## src/rtl/pll_lock_sequencer.sv

```systemverilog
// PLL power-up/recovery sequencer: drives the PLL reset, qualifies the synchronized
// lock indication, releases the system reset once lock is stable, and bounds retries.
module pll_lock_sequencer #(
  parameter int RST_CYCLES    = 16,
  parameter int LOCK_TIMEOUT  = 25000,
  parameter int STABLE_CYCLES = 256,
  parameter int MAX_RETRIES   = 7
) (
  input  logic       clk_pin,
  input  logic       reset,
  input  logic       locked,
  output logic       pll_rst,
  output logic       sys_rst,
  output logic       ready,
  output logic       fault,
  output logic       lock_lost,
  output logic [3:0] retry_count
);

  localparam int CNT_MAX = (RST_CYCLES > STABLE_CYCLES) ? RST_CYCLES : STABLE_CYCLES;
  localparam int CNT_W   = $clog2(CNT_MAX + 1);
  localparam int TMO_W   = $clog2(LOCK_TIMEOUT + 1);

  localparam logic [CNT_W-1:0] RST_LAST    = CNT_W'(RST_CYCLES - 1);
  localparam logic [CNT_W-1:0] STABLE_LAST = CNT_W'(STABLE_CYCLES - 1);
  localparam logic [TMO_W-1:0] TMO_LAST    = TMO_W'(LOCK_TIMEOUT - 1);

  // A limit above 15 can never be matched by the saturating counter, so it retries forever.
  localparam bit         LIMITED     = (MAX_RETRIES != 0) && (MAX_RETRIES <= 15);
  localparam logic [3:0] RETRY_LIMIT = 4'(MAX_RETRIES);

  typedef enum logic [2:0] {
    RESET_PLL,
    WAIT_LOCK,
    STABLE,
    RUN,
    FAULT
  } state_e;

  state_e           state_q, state_d;
  logic [CNT_W-1:0] cnt_q, cnt_d;
  logic [TMO_W-1:0] tmo_q, tmo_d;
  logic [3:0]       retry_count_q, retry_count_d;
  logic             lock_lost_q, lock_lost_d;
  logic             pll_rst_q, pll_rst_d;
  logic             sys_rst_q, sys_rst_d;
  logic             ready_q, ready_d;
  logic             fault_q, fault_d;
  logic             sync_q, sync_d;
  logic             locked_s_q, locked_s_d;
  logic             timeout;

  always_comb begin
    sync_d        = locked;
    locked_s_d    = sync_q;
    state_d       = state_q;
    cnt_d         = cnt_q;
    tmo_d         = tmo_q;
    retry_count_d = retry_count_q;
    lock_lost_d   = lock_lost_q;
    timeout       = ((state_q == WAIT_LOCK) || (state_q == STABLE)) && (tmo_q == TMO_LAST);

    case (state_q)
      RESET_PLL: begin
        if (cnt_q == RST_LAST) begin
          state_d = WAIT_LOCK;
          cnt_d   = '0;
          tmo_d   = '0;
        end else begin
          cnt_d = cnt_q + CNT_W'(1);
        end
      end
      // The first locked_s cycle seen here counts as the first qualified cycle,
      // so STABLE starts its count at 1.
      WAIT_LOCK: begin
        tmo_d = tmo_q + TMO_W'(1);
        if (!timeout && locked_s_q) begin
          cnt_d   = CNT_W'(1);
          state_d = (STABLE_CYCLES == 1) ? RUN : STABLE;
        end
      end
      STABLE: begin
        tmo_d = tmo_q + TMO_W'(1);
        if (!timeout) begin
          if (!locked_s_q) begin
            state_d = WAIT_LOCK;
            cnt_d   = '0;
          end else if (cnt_q == STABLE_LAST) begin
            state_d = RUN;
          end else begin
            cnt_d = cnt_q + CNT_W'(1);
          end
        end
      end
      RUN: begin
        if (!locked_s_q) begin
          state_d     = RESET_PLL;
          cnt_d       = '0;
          lock_lost_d = 1'b1;
        end
      end
      FAULT: begin
        state_d = FAULT;
      end
      default: begin
        state_d = RESET_PLL;
        cnt_d   = '0;
      end
    endcase

    // Timeout overrides any lock-driven transition taken above.
    if (timeout) begin
      cnt_d = '0;
      if (LIMITED && (retry_count_q == RETRY_LIMIT)) begin
        state_d = FAULT;
      end else begin
        state_d = RESET_PLL;
        if (retry_count_q != 4'hF) begin
          retry_count_d = retry_count_q + 4'd1;
        end
      end
    end

    pll_rst_d = (state_d == RESET_PLL) || (state_d == FAULT);
    sys_rst_d = (state_d != RUN);
    ready_d   = (state_d == RUN);
    fault_d   = (state_d == FAULT);
  end

  always_ff @(posedge clk_pin) begin
    if (reset) begin
      state_q       <= RESET_PLL;
      cnt_q         <= '0;
      tmo_q         <= '0;
      retry_count_q <= 4'd0;
      lock_lost_q   <= 1'b0;
      pll_rst_q     <= 1'b1;
      sys_rst_q     <= 1'b1;
      ready_q       <= 1'b0;
      fault_q       <= 1'b0;
      sync_q        <= 1'b0;
      locked_s_q    <= 1'b0;
    end else begin
      state_q       <= state_d;
      cnt_q         <= cnt_d;
      tmo_q         <= tmo_d;
      retry_count_q <= retry_count_d;
      lock_lost_q   <= lock_lost_d;
      pll_rst_q     <= pll_rst_d;
      sys_rst_q     <= sys_rst_d;
      ready_q       <= ready_d;
      fault_q       <= fault_d;
      sync_q        <= sync_d;
      locked_s_q    <= locked_s_d;
    end
  end

  assign pll_rst     = pll_rst_q;
  assign sys_rst     = sys_rst_q;
  assign ready       = ready_q;
  assign fault       = fault_q;
  assign lock_lost   = lock_lost_q;
  assign retry_count = retry_count_q;

endmodule

```

## config.mk

```make
export PLATFORM = sky130hd
export DESIGN_NAME = pll_lock_sequencer
export DESIGN_NICKNAME = d
export VERILOG_FILES = /design/src/rtl/pll_lock_sequencer.sv
export SDC_FILE = /design/constraint.sdc
export NUM_CORES = 1
export LEC_CHECK = 0
export ABC_AREA = 1
export BUFFER_PORTS_ARGS = -buffer_cell sky130_fd_sc_hd__clkbuf_2
export CAP_MARGIN = 20
export CORE_MARGIN = 2
export CORE_UTILIZATION = 60
export CTS_CLUSTER_DIAMETER = 80
export CTS_CLUSTER_SIZE = 14
export DETAILED_ROUTE_END_ITERATION = 12
export GPL_TIMING_DRIVEN = 0
export PLACE_DENSITY = 0.78
export SYNTH_ARGS = -nofsm -noshare
export SYNTH_HDL_FRONTEND = slang
export SYNTH_SLANG_ARGS = --single-unit
```

## constraint.sdc

```tcl
create_clock -name clk_pin -period 6.1 [get_ports clk_pin]
set_clock_uncertainty 0.1 [all_clocks]
set_input_delay 1.83 -clock clk_pin [delete_from_list [all_inputs] [get_ports clk_pin]]
set_output_delay 1.83 -clock clk_pin [all_outputs]
set_load 0.02 [all_outputs]
```

* Word-level counts from Yosys, hierarchy flattened *
Cells that the tools add are included.

operators by class
  $add $sub $neg = 3
  multiply operators = 0
  div/mod/pow operators = 0
  $lt $le $gt $ge = 0
  equal/unequal tests = 16
  shift-type cells = 0
  multiplexer cells = 16
  bitwise gates (word level) = 3
  reduce and logical (&&, ||, !) cells = 14

operators by type and width
  cell                   number
  $mux 9                 5
  $pmux 9 s5             1
  $pmux 15 s2            1
  $mux 3                 7
  $add 15x1->15 const B  1
  $eq 15x15->1 const B   1
  $mux 15                1
  $pmux 3 s5             1
  $add 9x1->9 const B    1
  $eq 3x2->1 const B     3
  $eq 9x4->1 const B     1
  $eq 9x8->1 const B     1
  $eq 3x3->1 const B     2
  $logic_not 3->1        2
  $add 4x1->4 const B    1
  $eq 4x3->1 const B     1
  $ne 2x2->1 const B     2
  $ne 4x4->1 const B     1
  $reduce_and 2->1       2
  $reduce_and 4->1       1
  $reduce_or 2->1        2
  $eq 3x1->1 const B     1
  $ne 3x2->1 const B     1
  $ne 3x3->1 const B     1
  other kinds (7)        11

storage, ports and cells
  flip-flop bits (word level) = 38
  latch bits = 0
  bits in writable memories = 0
  ROM bits = 0
  input bits = 3
  output and inout bits = 9
  memories = 0

* Depth between registers and ports, before layout *
  depth in word-level cells = 10
  mapped depth = 16
  mapped depth without buffers = 15

* Worst setup path after synthesis *
OpenSTA, ideal clock, no wires.

  path type = input-to-reg
  start point = input port reset
  end point = register cnt_q[5]
  data arrival time = 2308 ps
  required time = 5936 ps
  setup slack = 3628 ps
  stages = 5
  path buffers = 0
  cells stage by stage = inv_1 nand2_1 inv_1 nand2_1 nor2_1

between the ends
  word-level cells in the longest chain between the ends = 1

ends and longest elaborated chain
  what                       line  RTL
  start, declared            10    input logic reset,
  $reduce_or 2->1 (no line)  n/a
  end signal, assigned       145   cnt_q <= cnt_d;
  end, declared              41    logic [CNT_W-1:0] cnt_q, cnt_d;

No other way between the ends.
A chain may end at the register's enable or synchronous reset.

* Worst setup path in the final report *
  start point = register retry_count_q[2], in the netlist retry_count[2]
  end point = output port retry_count[2]

RTL lines
  what                    line  RTL
  start, declared         43    logic [3:0] retry_count_q, retry_count_d;
  start signal, assigned  147   retry_count_q <= retry_count_d;
  end, declared           17    output logic [3:0] retry_count

No word-level cell between the ends.

==> results by group <==
Status
  – Status: completed

Power and ir drop
  – Switch share: 20.1%
  – Cell Int Power: between 400 and 500 uW
  – Sequential fraction of design power: 46.9%
  – Pwr Total: 539 uW
  – Net switching power: ~110 uW
  – Power Dens Cells: 212 mW/mm^2
  – Static leakage: 1.04 nW
  – Worst VDD drop: around 170 uV
  – Combinational share of power: roughly 3.0%
  – Clock network power share: 50.1%

Yosys
  – Synth async-reset ratio: 0%
  – Post-synth top area share: between 30% and 40%
  – Average cell area after synthesis: between 6 and 7 sq um
  – Synth top area cells: dfxtp_1 (33%), nand2_1 (14%), nand3_1 (12%)
  – Post-Synthesis Cell Area: between 0.002 and 0.0025 sq mm
  – Synth cell count leaders: nand2_1 (85), nand3_1 (54), inv_1 (42)
  – Post-synth EDFFs: 0
  – #FFs+latches synth: 38
  – Synth Instances: 352
  – Most numerous cell in the Yosys netlist: nand2_1
  – Ys flop type: dfxtp_1
  – Post-synthesis cell type count: 29
  – Sequential fraction of the synthesis area: 33.2%
  – Area leader, netlist: dfxtp_1
  – Synth warn: 0
  – Synthesized net count: between 300 and 400

Die
  – Die width: approximately 66 um
  – Core Region: around 0.0037 sq mm
  – Starting Density: 62.5%
  – Die height: about 66 um
  – Row Count: 22
  – IO Pins: 12
  – Die area: 0.00433 sq mm

Routing
  – Post-DR vias/cell: 5.58
  – Routed WL: 5250 um
  – DRC: 0
  – WL/cell: around 13 um
  – Routed vias: 2339
  – Number of routed nets with antenna violations: 0
  – Initial DRC Count: ~170
  – First drt pass iteration count: 5

Cells and area
  – Share of post-route cells with drive strength above 1: 12.7%
  – NumNets Final: around 380
  – Fill cells: about 310
  – Area Growth Syn to Fin: 11.3%
  – Ant diodes: 0

Critical path
  – Critical-path cell list: clkbuf_2
  – CP delay by family, top: flip-flops
  – Worst path required time: approximately 4200 ps
  – Crit path max fanout: 5
  – Crit. End Element: primary output
  – Crit path max-delay cell type: dfxtp_1
  – Setup CP Type: register to primary output
  – Largest stage delay, worst path: slightly above 400 ps
  – Startpoint types: register
  – Arr. time, crit path: ~900 ps
  – Bufs and invs on worst path: 1

Global route
  – Global-route wire length before repair: just over 9000 um
  – Antenna violations before repair: 0
  – Largest net degree at the start of global routing: 13
  – Vias in the first global route: between 2000 and 2500
  – Total GRT Usage: approximately 28%
  – GR Overflow Total: 0

Worst hold path
  – Hold Crit Class: register to register

Place
  – IO buf count: 11
  – Gpl congestion: 0.942
  – DP HPWL: 3880 um

Clock network
  – Reg clk slew, reported paths: roughly 70 ps
  – Longest Clk Path Bufs: 2
  – H-tree levels: 2
  – CTS Root Cell: clkbuf_8
  – Hold-fix buffers, CTS: 0
  – Postcts setup bufs: 0
  – Clk sinks: 38
  – PostCTS Resize Cnt: 0
  – CTS tree: done
  – Clk_lat worst skew: around 300 ps
  – Inserted Clock Buffers: 5

STA
  – Time the worst path needs with I/O delays and setup: 2830 ps
  – Final period util: between 40% and 50%
  – Fin. max-slew vios: 0
  – Fmax: around 350 MHz
  – Final setup viols: 0
  – Worst-Margin Slew: between 500 and 600 ps
  – Max_slew headroom: roughly 63%
  – Setup TNS: 0 ps
  – RSZ-0062 raised after global routing: false
  – Final hold vios: 0

Run
  – Maxcap violations: 0
==> worst register-to-register path, stage by stage, from the launching register on <==
cell and delay (ps):
dfxtp_1 390, ha_1 200, nand2_1 100, nor2_1 230
nand2_1 150, nor2_1 190, nand2_1 100, nor2_1 100
ha_1 160, inv_1 70, nor2_2 150, nor2_4 70
buf_6 140, nand3_1 80, nand2_1 60, inv_1 50
nor2_1 30
==> stage by stage <==
| stage | std cells | hold WS (ps) | area [sq um] | setup slack [ps] | utilization, % |
|---|---|---|---|---|---|
| floorplan | 352 | 288 | 2290 | 3630 | - |
| global placement | 411 | 292 | 2400 | 3230 | 65.7 |
| detailed placement | 411 | 299 | 2400 | 3240 | 65.7 |
| CTS | 419 | 312 | 2550 | 3270 | 69.6 |
| global route | 419 | 345 | 2550 | 3230 | 69.6 |
| finish | 419 | 309 | 2550 | 3270 | 69.6 |
==> state kept, by name, summed over array words and instances, names as in the netlist <==
signal,flops
ready,1
locked_s_q,1
fault,1
locked_s_d,1
state_q,3
tmo_q,15
pll_rst,1
sys_rst,1
lock_lost,1
retry_count,4
cnt_q,9
==> final timing paths <==
path / slack [ps] / cells after the start / endpoint / startpoint
max: 3270 / 1 / retry_count[2] / retry_count[2]
min: 310 / 2 / locked_s_q / locked_s_d
max reg2reg: 3650 / 16 / cnt_q[5] / cnt_q[1]
min reg2reg: 310 / 2 / locked_s_q / locked_s_d
==> layout by cell type (no fill, tap or decap), types with 3 or more instances in the layout <==
master | netlist | layout
nand3_1 | 54 | 54
nor2_2 | 4 | 4
or2_2 | 3 | 3
nand4_1 | 13 | 13
a21oi_1 | 30 | 30
o21ai_0 | 6 | 6
dfxtp_1 | 38 | 38
ha_1 | 4 | 4
buf_6 | 3 | 3
clkbuf_1 | 3 | 3
nand2_4 | 3 | 3
clkbuf_2 | 0 | 11
nor3_1 | 9 | 9
nor2_1 | 36 | 36
inv_1 | 42 | 42
clkbuf_8 | 0 | 6
nand2_1 | 85 | 85
inv_2 | 3 | 3
==> layer usage <==
layer  vias up  routed length [um]  GRT usage (%)
met5         -                   0              0
met4         0                  70           9.11
met3        12                 398           6.64
met2        90                2300           42.4
met1      1039                2480           38.2
li1       1198                   -              -
==> logic make-up (layout without fill, tap and decap cells) <==
group,after synthesis,in the layout,synth area share (%)
and+or+nand+nor,216,216,45.1
buffers and inverters,53,72,9.84
AOI/OAI and AO/OA,40,40,9.24
DFF,38,38,33.2
adders and majority gates,4,4,2.19
xor gates and xnor gates,1,1,0.383
==> power by group through the flow <==
stage	registers, mW	clock network, mW	logic (mW)
finish	0.253	0.270	0.0163
global route	0.253	0.285	0.0190
CTS	0.253	0.273	0.0164
detailed placement	0.259	0	0.0159
global placement	0.259	0	0.0157
floorplan	0.258	0	0.0121
==> layout make-up <==
cell class / count / area [sq um] / share of cell area [%]
clock buffers: 6 / 82.6 / 3.24
clock inverters: 2 / 60.1 / 2.36
plain buffers: 7 / 50.0 / 1.96
flip-flops and latches: 38 / 761 / 29.9
inverters: 46 / 175 / 6.88
well taps: 48 / 60.1 / 2.36
multi-input cells: 261 / 1300 / 51.2
repair buffers: 11 / 55.1 / 2.16
(Power assumes the default switching activity.)
